File: src/rtl/bru_pkg.sv
// Shared types and defaults for the branch resolve unit.
package bru_pkg;

    localparam int unsigned BRU_FIFO_DEPTH = 4;
    localparam int unsigned BRU_CNT_W      = 16;

    typedef enum logic [0:0] {
        RUN   = 1'b0,
        REDIR = 1'b1
    } bru_state_e;

    typedef struct packed {
        logic [31:0] pc;
        logic [31:0] target;
    } bru_upd_t;

endpackage

File: src/rtl/bru_upd_fifo.sv
// Pending BTB update queue: power-of-two depth, explicit occupancy count.
module bru_upd_fifo
    import bru_pkg::*;
#(
    parameter int unsigned DEPTH = BRU_FIFO_DEPTH
) (
    input  logic     clk,
    input  logic     rst,
    input  logic     push,
    input  bru_upd_t push_data,
    input  logic     pop,
    output logic     full,
    output logic     empty,
    output bru_upd_t head
);

    localparam int unsigned PW = $clog2(DEPTH);
    localparam logic [PW:0] CNT_FULL = (PW+1)'(DEPTH);

    bru_upd_t      mem [DEPTH];
    logic [PW-1:0] wr_ptr_q;
    logic [PW-1:0] rd_ptr_q;
    logic [PW:0]   count_q;
    logic          do_push;
    logic          do_pop;

    assign full    = (count_q == CNT_FULL);
    assign empty   = (count_q == '0);
    assign do_push = push && !full;
    assign do_pop  = pop && !empty;
    assign head    = mem[rd_ptr_q];

    // Pointers wrap naturally because DEPTH is a power of two.
    always_ff @(posedge clk) begin
        if (rst) begin
            wr_ptr_q <= '0;
            rd_ptr_q <= '0;
            count_q  <= '0;
        end else begin
            if (do_push) wr_ptr_q <= wr_ptr_q + 1'b1;
            if (do_pop)  rd_ptr_q <= rd_ptr_q + 1'b1;
            case ({do_push, do_pop})
                2'b10:   count_q <= count_q + 1'b1;
                2'b01:   count_q <= count_q - 1'b1;
                default: count_q <= count_q;
            endcase
        end
    end

    always_ff @(posedge clk) begin
        if (do_push) mem[wr_ptr_q] <= push_data;
    end

endmodule

File: src/rtl/branch_resolve_unit.sv
// Resolves branches, issues fetch redirects and queues BTB updates.
// Mispredict counter is present only when BRU_PERF_CNT_EN is defined.
module branch_resolve_unit
    import bru_pkg::*;
#(
    parameter int unsigned FIFO_DEPTH = BRU_FIFO_DEPTH,
    parameter int unsigned CNT_W      = BRU_CNT_W
) (
    input  logic             clk,
    input  logic             rst,
    input  logic             ex_valid,
    output logic             ex_ready,
    input  logic [31:0]      ex_pc,
    input  logic             ex_taken,
    input  logic [31:0]      ex_target,
    input  logic             ex_pred_valid,
    input  logic [31:0]      ex_pred_target,
    output logic             redirect_valid,
    output logic [31:0]      redirect_pc,
    output logic             update_req,
    output logic [31:0]      update_pc,
    output logic [31:0]      update_target,
    input  logic             update_stall,
    output logic [CNT_W-1:0] mispredict_count
);

    bru_state_e  state_q;
    bru_state_e  state_d;
    logic        accept;
    logic        taken_miss;
    logic        mispredict;
    logic        fifo_full;
    logic        fifo_empty;
    bru_upd_t    push_entry;
    bru_upd_t    head_entry;
    logic [31:0] redirect_pc_q;

    assign ex_ready   = (state_q == RUN) && !fifo_full;
    assign accept     = ex_valid && ex_ready;
    assign taken_miss = ex_taken && (!ex_pred_valid || (ex_pred_target != ex_target));
    assign mispredict = taken_miss || (!ex_taken && ex_pred_valid);

    assign push_entry.pc     = ex_pc;
    assign push_entry.target = ex_target;

    assign update_req    = !fifo_empty && !update_stall;
    assign update_pc     = head_entry.pc;
    assign update_target = head_entry.target;

    bru_upd_fifo #(
        .DEPTH (FIFO_DEPTH)
    ) u_fifo (
        .clk       (clk),
        .rst       (rst),
        .push      (accept && taken_miss),
        .push_data (push_entry),
        .pop       (update_req),
        .full      (fifo_full),
        .empty     (fifo_empty),
        .head      (head_entry)
    );

    always_ff @(posedge clk) begin
        if (rst) begin
            state_q       <= RUN;
            redirect_pc_q <= '0;
        end else begin
            state_q <= state_d;
            if (accept && mispredict)
                redirect_pc_q <= ex_taken ? ex_target : (ex_pc + 32'd4);
        end
    end

    always_comb begin
        state_d        = state_q;
        redirect_valid = 1'b0;
        case (state_q)
            RUN: begin
                if (accept && mispredict) state_d = REDIR;
            end
            REDIR: begin
                redirect_valid = 1'b1;
                state_d        = RUN;
            end
            default: state_d = RUN;
        endcase
    end

    assign redirect_pc = redirect_pc_q;

`ifdef BRU_PERF_CNT_EN
    logic [CNT_W-1:0] cnt_q;

    always_ff @(posedge clk) begin
        if (rst) begin
            cnt_q <= '0;
        end else if (accept && mispredict && (cnt_q != '1)) begin
            cnt_q <= cnt_q + 1'b1;
        end
    end

    assign mispredict_count = cnt_q;
`else
    assign mispredict_count = '0;
`endif

endmodule
File: config.mk
export PLATFORM = sky130hd
export DESIGN_NAME = branch_resolve_unit
export DESIGN_NICKNAME = d
export VERILOG_FILES = /design/src/rtl/bru_pkg.sv /design/src/rtl/bru_upd_fifo.sv /design/src/rtl/branch_resolve_unit.sv
export SDC_FILE = /design/constraint.sdc
export NUM_CORES = 1
export LEC_CHECK = 0
export CAP_MARGIN = 40
export CORE_MARGIN = 1
export CORE_UTILIZATION = 53
export CTS_CLUSTER_DIAMETER = 150
export DETAILED_ROUTE_END_ITERATION = 10
export HOLD_SLACK_MARGIN = 0.05
export PLACE_DENSITY = 0.8
export SLEW_MARGIN = 25
export SYNTH_ARGS = -nofsm -noshare
export SYNTH_HDL_FRONTEND = slang
export SYNTH_SLANG_ARGS = --single-unit
File: constraint.sdc
create_clock -name clk -period 3.5 [get_ports clk]
set_clock_uncertainty 0.05 [all_clocks]
set_input_delay 0.525 -clock clk [delete_from_list [all_inputs] [get_ports clk]]
set_output_delay 0.525 -clock clk [all_outputs]
set_load 0.05 [all_outputs]
### After elaboration in Yosys (flattened, before gate mapping)

Memories as Yosys holds them, arrays and structs flattened. A register that Yosys moved wholly into a read port is not among the register bits.
Cells that the tools add are included.

| storage, ports and cells | value |
|---|---|
| bits of input ports | 102 |
| RAM bits | 256 |
| memories | 1 |
| logic and storage cells | 43 |
| bits in registers | 40 |
| output and inout bits | 115 |

| operators by class | value |
|---|---|
| reductions and logical operators | 18 |
| eq/ne operators | 4 |
| bitwise operators | 1 |
| add/subtract/negate cells | 5 |
| mux-type cells | 9 |

Memory list:

| memory | depth | bits a word | read ports | clocked after Yosys merged registers in | write ports | RTL line | text |
|---|---|---|---|---|---|---|---|
| u_fifo.mem | 4 | 64 | 1 | 1 | 1 | bru_upd_fifo.sv:20 | `bru_upd_t mem [DEPTH];` |

Operators with widths:

| kind | count |
|---|---|
| $add 32x3->32 const B | 1 |
| $mux 32 | 1 |
| $ne 32x32->1 | 1 |
| $logic_and 1x1->1 | 9 |
| $pmux 3 s2 | 1 |
| $logic_not 1->1 | 5 |
| $add 2x1->2 const B | 2 |
| $mux 1 | 4 |
| $mux 2 | 2 |
| $add 3x1->3 const B | 1 |
| $eq 3x3->1 const B | 1 |
| $logic_not 3->1 | 1 |
| $sub 3x1->3 const B | 1 |
| $eq 2x1->1 const B | 1 |
| $eq 2x2->1 const B | 1 |
| $logic_or 1x1->1 | 2 |
| $pmux 1 s2 | 1 |
| $reduce_bool 2->1 | 1 |
| $not 1->1 | 1 |

### Logic depth before layout (Yosys ltp)

Gate-level depths: netlist of the first run.

| logic depth | value |
|---|---|
| word-level depth | 8 |
| gate-level depth with buffers | 13 |
| gate-level depth less buffers | 12 |

### Cells and area by module

From an unflattened synthesis of the first run, not the netlist that was laid out.

| unflattened totals | value |
|---|---|
| cells, all modules | 736 |
| area total of the unflattened synthesis | 12554.5 um^2 |

By module, submodules not included:

| module | instances | area an instance (um^2) | sequential area each (um^2) | cells an instance |
|---|---|---|---|---|
| bru_upd_fifo | 1 | 9785.6 | 7867.5 | 388 |
| branch_resolve_unit | 1 | 2768.9 | 660.6 | 348 |

### Worst setup path after synthesis of the first run

OpenSTA, ideal clock, no wires.

| timing | value |
|---|---|
| path kind | register -> register |
| start | register state_q |
| end | memory u_fifo.mem[0][0] (netlist bit), enable pin |
| path buffers | 1 |
| arrival | 3.499 ns |
| cell stages (with the launch flop) | 6 |
| period minus slack after synthesis | 3.978 ns |
| setup time | 0.429 ns |
| data required time | 3.021 ns |
| setup slack | -0.478 ns |
| path through | dfxtp_1 -> a31oi_1 -> and2_1 -> and3_4 -> buf_6 -> and2_1 |

| on the way | value |
|---|---|
| word-level cells in the longest chain between the ends | 7 |

Ends and longest elaborated chain:

| what | RTL line | text |
|---|---|---|
| start, declared | branch_resolve_unit.sv:27 | `bru_state_e state_q;` |
| start signal, assigned | branch_resolve_unit.sv:68 | `state_q <= state_d;` |
| $not 1->1 | n/a |  |
| $logic_and 1x1->1 | branch_resolve_unit.sv:38 | `assign ex_ready = (state_q == RUN) && !fifo_full;` |
| named net ex_ready | branch_resolve_unit.sv:12 | `output logic ex_ready,` |
| $logic_and 1x1->1 | branch_resolve_unit.sv:39 | `assign accept = ex_valid && ex_ready;` |
| $logic_and 1x1->1 | branch_resolve_unit.sv:55 | `.push (accept && taken_miss),` |
| $logic_and 1x1->1 | bru_upd_fifo.sv:29 | `assign do_push = push && !full;` |
| $mux 1 | bru_upd_fifo.sv:51 | `if (do_push) mem[wr_ptr_q] <= push_data;` |
| $mux 1 (implied by the code) | bru_upd_fifo.sv:51 |  |
| end, declared | bru_upd_fifo.sv:20 |  |

The timed path passes the listed nets, and every way through them passes these cells.

==> impl_results.md, run 1 <==
- Crit path DAT: 2750 ps
- Area Overhead vs Synth: 31.1%
- Hold Slack: about 440 ps
- Hold crit path type: flip-flop to flip-flop
- Lkg Pwr: ~0.0053 uW
- Fmax: approximately 300 MHz
- Area leader, netlist: edfxtp_1
- First-pass GRT wire length: 46200 um
- Vias in the first global route: about 7700
- Top cells by area, synth: edfxtp_1 (62%), mux4_2 (12%), dfxtp_1 (6.8%), xnor2_1 (3.2%), buf_4 (1.1%)
- CP Buf/Inv Count: 2
- Largest net degree at the start of global routing: 44
- CP required: 2920 ps
- Delay-heaviest family, CP: buffers and inverters
- Crit-path cells: buf_12 > mux4_2 > clkdlybuf4s50_1
- Syn Inst Count: 735
- Chip width: between 150 and 200 um
- Routed length per instance: around 23 um
- DRC viols: 0
- Max-Cap Viols: 0
- Sequential power share: 0.386
- Core area: between 20000 and 25000 um2
- Post-route cell area: between 15000 and 20000 um2
- Post-synthesis compound-gate area fraction: 0.0483
- Placed cell areas: 15200 um2
- CP endpoint kind: output pin
- Initial DRC Count: about 660
- Num ports: ~220
- CP Max Fanout: 36
- Worst Tran Pin Value: around 650 ps
- Area share of the largest cell type after synthesis: 0.622
- Most frequent cell after synthesis: edfxtp_1
- Status: finished clean
- Synth Register Bits: ~300
- Sw Pwr: roughly 3400 uW
- Tot Pwr: between 10000 and 15000 uW
- Largest family of logic cells by synthesized area: multiplexers
- H-tree depth: 1
- Starting Density: 0.543
- CP Class: flip-flop to output pin
- Hold_buf cts: 0
- Synth Area in Simple Gates: 0.0610
- Via Count: between 7000 and 8000
- Relative slew slack: 0.564
- Synth cell count leaders: edfxtp_1 (256), mux4_2 (64), xnor2_1 (45)
- Clock Power Share: 0.310
- Dpl hpwl: between 20000 and 25000 um
- R2R Setup Slk: approximately 860 ps
- # rows: 55
- Clock Sink Count: approximately 300
- Setup-failing EPs final: 0
- Gr ovfl total: 0
- Clock Tree Root: clkbuf_16
- Combinational share of power: 0.304
- Routed wire length: roughly 31000 um
- Critical Path Start Type: flip-flop
- Layout cells sized above 1: 0.202
- DRT antenna net count: 0
- Cell Count, Final, Fillers Out: 1336
- PD cells: between 600 and 700 nW/um2
- Mean post-synth cell area: ~17 um2
- Ant diodes: 0
- Final count of hold timing violations: 0
- Register area share after synthesis: 0.690
- Cts repair resizes: 0
- Fin crit period: around 3300 ps
- Cts bufs inserted: 30
- Clock Latency Late Sink: roughly 540 ps
- Setup bufs post-CTS: 0
- DIE HEIGHT: between 150 and 200 um
- Max incr delay on CP: a little over 700 ps
- Synth Cell Area: 12400 um2
- NumNets Final: between 1000 and 1500
- Dominant synthesized flop cell: edfxtp_1
- Final Max Tran Viols: 0
- Tcrit/Tclk final: 0.951
- Die area: 23900 um2
- Switching Fraction: 0.317
- Fin util: 0.712
- Vias per inst: just under 6
- EDFF count, synth: approximately 260
- Total Routing Usage GR: 0.262
- Ys Warns: 0
- RSZ-0062 raised after global routing: false
- Internal power: 7330 uW
- Peak VDD IR: around 530 uV
- XOR/XNOR Fraction of Synth Area: 0.0411
- Post-synthesis cell type count: between 50 and 60
- Worst-path clk slew: ~60 ps
- Final RePlAce weighted congestion: 0.832
- Ys async rst share: 0
- Post-Synth Adder-Cell Area: 0.00769
- # port buffers: 200
- Initial antenna violation count: 1
- Mux share of post-synthesis cell area: 0.124
- Worst-case clock buffer depth: 3
- TritonRoute pass-1 iters: 5
- Placed Cells: ~1300
- CTS tree: done
- CP max-delay cell: clkdlybuf4s50_1
through the flow:
stage | TNS, ps | setup slack (ps)
2_1_floorplan | 0 | 215
3_3_place_gp | -68.9 | -68.9
3_5_place_dp | -91.5 | -91.5
4_1_cts | 0 | 127
5_1_grt | 0 | 45.3
6_report | 0 | 172
layer usage:
metal	global-route usage	share of wire	vias to the layer above
met2	0.431	0.49	393
met5	0	0	-
met4	0.0618	0.020	0
met3	0.0516	0.084	39
li1	-	-	3417
met1	0.363	0.41	3870
logic make-up after synthesis:
kind of cell / after synthesis
DFF: 298
muxes: 73
other: 1
buffers and inverters: 69
xor gates and xnor gates: 58
AOI/OAI and AO/OA: 95
adders and majority gates: 7
and+or+nand+nor: 134
cell usage in the layout, fill, tap and decap left out, drive strengths merged, types with 8 or more instances in the layout:
master         instances
xnor2                 45
clkdlybuf4s50        199
buf                   73
o21ai                 31
dfxtp                 42
nand2                 19
xor2                  13
mux4                  64
a31o                   8
nor2                  25
nor4                  13
clkbuf                44
nand4                 17
mux2i                  8
inv                   13
nor3                   8
edfxtp               256
a21oi                 23
nand3                 23
o211ai                12
conb                  16
clkinv                 8
sequential cells by signal, indices dropped and copies added (netlist names), named ones only:
signal and count:
u_fifo.mem 256, redirect_pc 32, u_fifo.count_q 3, u_fifo.rd_ptr_q 2, u_fifo.wr_ptr_q 2, state_q 1
power groups by stage:
stage          Combinational [uW]  Sequential [uW]  Clock (uW)
2_1_floorplan                2070             4280           0
4_1_cts                      3280             4140        3370
3_5_place_dp                 3260             4220           0
6_report                     3260             4140        3330
3_3_place_gp                 3240             4210           0
5_1_grt                      3390             4160        3500
cell type report:
cell class / instances / area [um2]
fill: 1440 / 6570
timing repair buffer: 272 / 2630
clock inverter: 12 / 144
tap: 313 / 392
multi-input combinational: 383 / 3560
inverter: 14 / 52.6
sequential: 298 / 8530
clock buffer: 44 / 908
path summary, 6_finish.rpt:
| path | cells past startpoint | end | from |
|---|---|---|---|
| max reg2reg | 7 | u_fifo.mem[0][34] | u_fifo.count_q[0] |
| max | 3 | update_pc[18] | flip-flop |
| min reg2reg | 1 | redirect_pc[18] | redirect_pc[18] |
| min | 1 | redirect_pc[18] | redirect_pc[18] |
Power figures use the tool's default switching activity.
==> run 2: changes to the inputs <==
- MAX_ROUTING_LAYER: default -> met4
==> run 2 against run 1 <==
  * Cell count about the same
  * Routed wire length about the same
  * Flip-flop and latch count unchanged
  * Via count about the same
  * Design area about the same
  * Sequential share of layout area about the same
  * Critical path depth unchanged
  * Worst setup slack worse by 6.7 ps
  * Sequential power about the same
  * Largest power group unchanged
==> impl_results.md, run 2 (synthesis gave the netlist of run 1 again) <==
- Post-route cell area: 16200 um2 (about the same)
- RSZ-0062 raised after global routing: false
- Placed Cells: 1280 (unchanged)
- TritonRoute pass-1 iters: 4 (-1)
- Placed cell areas: 15200 um2 (unchanged)
- Combinational share of power: 0.304 (about the same)
- Internal power: 7330 uW (about the same)
- Layer with the highest usage: met2
- Cell Count, Final, Fillers Out: 1337 (+0.075%)
- Routed wire length: 31300 um (about the same)
- Final RePlAce weighted congestion: 0.845 (+1.5%)
- Num ports: 217 (unchanged)
- Max FFs per register: 256 (unchanged)
- Cts repair resizes: 0 (unchanged)
- Initial antenna violation count: 1 (unchanged)
- Fin util: 0.712 (about the same)
- NumNets Final: 1108 (unchanged)
- Hold_buf cts: 0 (unchanged)
- Most flop-heavy register: u_fifo.mem
- Hold Path Origin: state_q
- CP required: 2920 ps (about the same)
- Met1 Track Usage GR: 0.362 (-0.000589)
- CP Max Fanout: 36 (unchanged)
- Vias per inst: 5.78 (about the same)
- DRC viols: 0 (unchanged)
- Critical Path Start Type: flip-flop
- Worst Tran Pin Value: 649 ps (-5.35 ps)
- Crit path DAT: 2760 ps (about the same)
- Chip width: 155 um (unchanged)
- Met2 Track Usage GR: 0.434 (+0.00215)
- Switching Fraction: 0.317 (about the same)
- R2r endpoint: u_fifo.mem[0][38]
- Crit-path cells: buf_12 > mux4_2 > clkdlybuf4s50_1
- Commonest non-fill, non-tap cell in the layout: edfxtp_1
- Worst-path clk slew: 60 ps (about the same)
- Fin crit period: 3340 ps (+6.72 ps)
- # rows: 55 (unchanged)
- Clock Tree Root: clkbuf_16
- Layout cells sized above 1: 0.202 (unchanged)
- # port buffers: 200 (unchanged)
- DRT antenna net count: 0 (unchanged)
- Area Overhead vs Synth: 31.1% (about the same)
- Worst Reg-to-Reg Cells: 7 (unchanged)
- Sw Pwr: 3400 uW (about the same)
- Hold crit path type: flip-flop to flip-flop
- Final count of hold timing violations: 0 (unchanged)
- Setup slack at placement: -91.5 ps (unchanged)
- CP max-delay cell: clkdlybuf4s50_1
- CP Class: flip-flop to output pin
- Status: finished clean
- Dpl hpwl: 21700 um (unchanged)
- Hold path depth: 1 (unchanged)
- Worst r2r src: u_fifo.count_q[0]
- Relative slew slack: 0.567 (+0.00357)
- Highest-count cells in the layout ignoring fill and taps: edfxtp_1 (256), clkdlybuf4s50_1 (199), buf_4 (65)
- Starting Density: 0.543 (unchanged)
- First-pass GRT wire length: 46100 um (-0.10%)
- Initial DRC Count: 731 (+10%)
- Sequential power share: 0.386 (about the same)
- Clock Latency Late Sink: 540 ps (about the same)
- Max incr delay on CP: 740 ps (+20 ps)
- PD cells: 662 nW/um2 (about the same)
- Final Max Tran Viols: 0 (unchanged)
- Total Routing Usage GR: 0.270 (+0.00788)
- Tcrit/Tclk final: 0.953 (+0.00192)
- Core area: 22800 um2 (unchanged)
- Grt met3 use: 0.0479 (-0.00364)
- Vias in the first global route: 7679 (+0.052%)
- CTS tree: done
- Hold path endpoint: state_q
- Max-Cap Viols: 0 (unchanged)
- Lkg Pwr: 0.00534 uW (unchanged)
- Clock Sink Count: 298 (unchanged)
- Hold Slack: 438 ps (-0.290 ps)
- CP endpoint kind: output pin
- Setup bufs post-CTS: 0 (unchanged)
- Clock Power Share: 0.310 (about the same)
- Gr ovfl total: 0 (unchanged)
- Via Count: 7725 (+0.078%)
- R2R Setup Slk: 880 ps (+20 ps)
- DIE HEIGHT: 155 um (unchanged)
- Cts bufs inserted: 30 (unchanged)
- Fmax: 300 MHz (-0.20%)
- Largest net degree at the start of global routing: 44 (unchanged)
- Worst-case clock buffer depth: 3 (unchanged)
- H-tree depth: 1 (unchanged)
- Peak VDD IR: 528 uV (+0.43%)
- Routed length per instance: 23.4 um (about the same)
- Die area: 23900 um2 (unchanged)
- PnR worst setup slack: 165 ps (-6.72 ps)
- Setup-failing EPs final: 0 (unchanged)
## run 2: changes by cell type in the layout (fill, tap and decap cells not counted)
cell / previous run / this run
diode_2: 0 / 1
## run 2: worst max path at each step
| stage | cells past startpoint | endpoint |
|---|---|---|
| after floorplan | 5 | u_fifo.mem[0][0] |
| after global placement | 13 | u_fifo.count_q[2] |
| after detailed placement | 13 | u_fifo.count_q[2] |
| after CTS | 3 | update_pc[10] |
| after global routing | 3 | update_pc[16] |
| final | 3 | update_pc[20] |
## run 2: critical path: cells and delay by family (launching register included)
family	cells	cell delay, ps
buffers and inverters	2	1040
DFF	1	540
muxes	1	570
## run 2: through the flow
stage	TNS, ps	total power, uW
2_1_floorplan	0	6350
3_3_place_gp	-68.9	7450
3_5_place_dp	-91.5	7480
4_1_cts	0	10800
5_1_grt	0	11000
6_report	0	10700
## run 2: layer usage
| metal | wire (um) | part of all wire |
|---|---|---|
| met3 | 2780 | 0.089 |
| met2 | 15200 | 0.49 |
| met1 | 12700 | 0.40 |
| met5 | 0 | 0 |
| met4 | 617 | 0.020 |
## run 2: layout make-up
type,count,area [um2]
sequential,298,8530
fill,1440,6570
multi-input combinational,383,3560
timing repair buffer,272,2630
clock buffer,44,908
tap,313,392
clock inverter,12,144
inverter,14,52.6
antenna,1,2.50
## run 2: power groups by stage
stage	logic [uW]	clock network (uW)	registers [uW]
after floorplan	2070	0	4280
after global placement	3240	0	4210
after detailed placement	3260	0	4220
after CTS	3280	3370	4140
after global routing	3380	3510	4160
final	3260	3330	4140
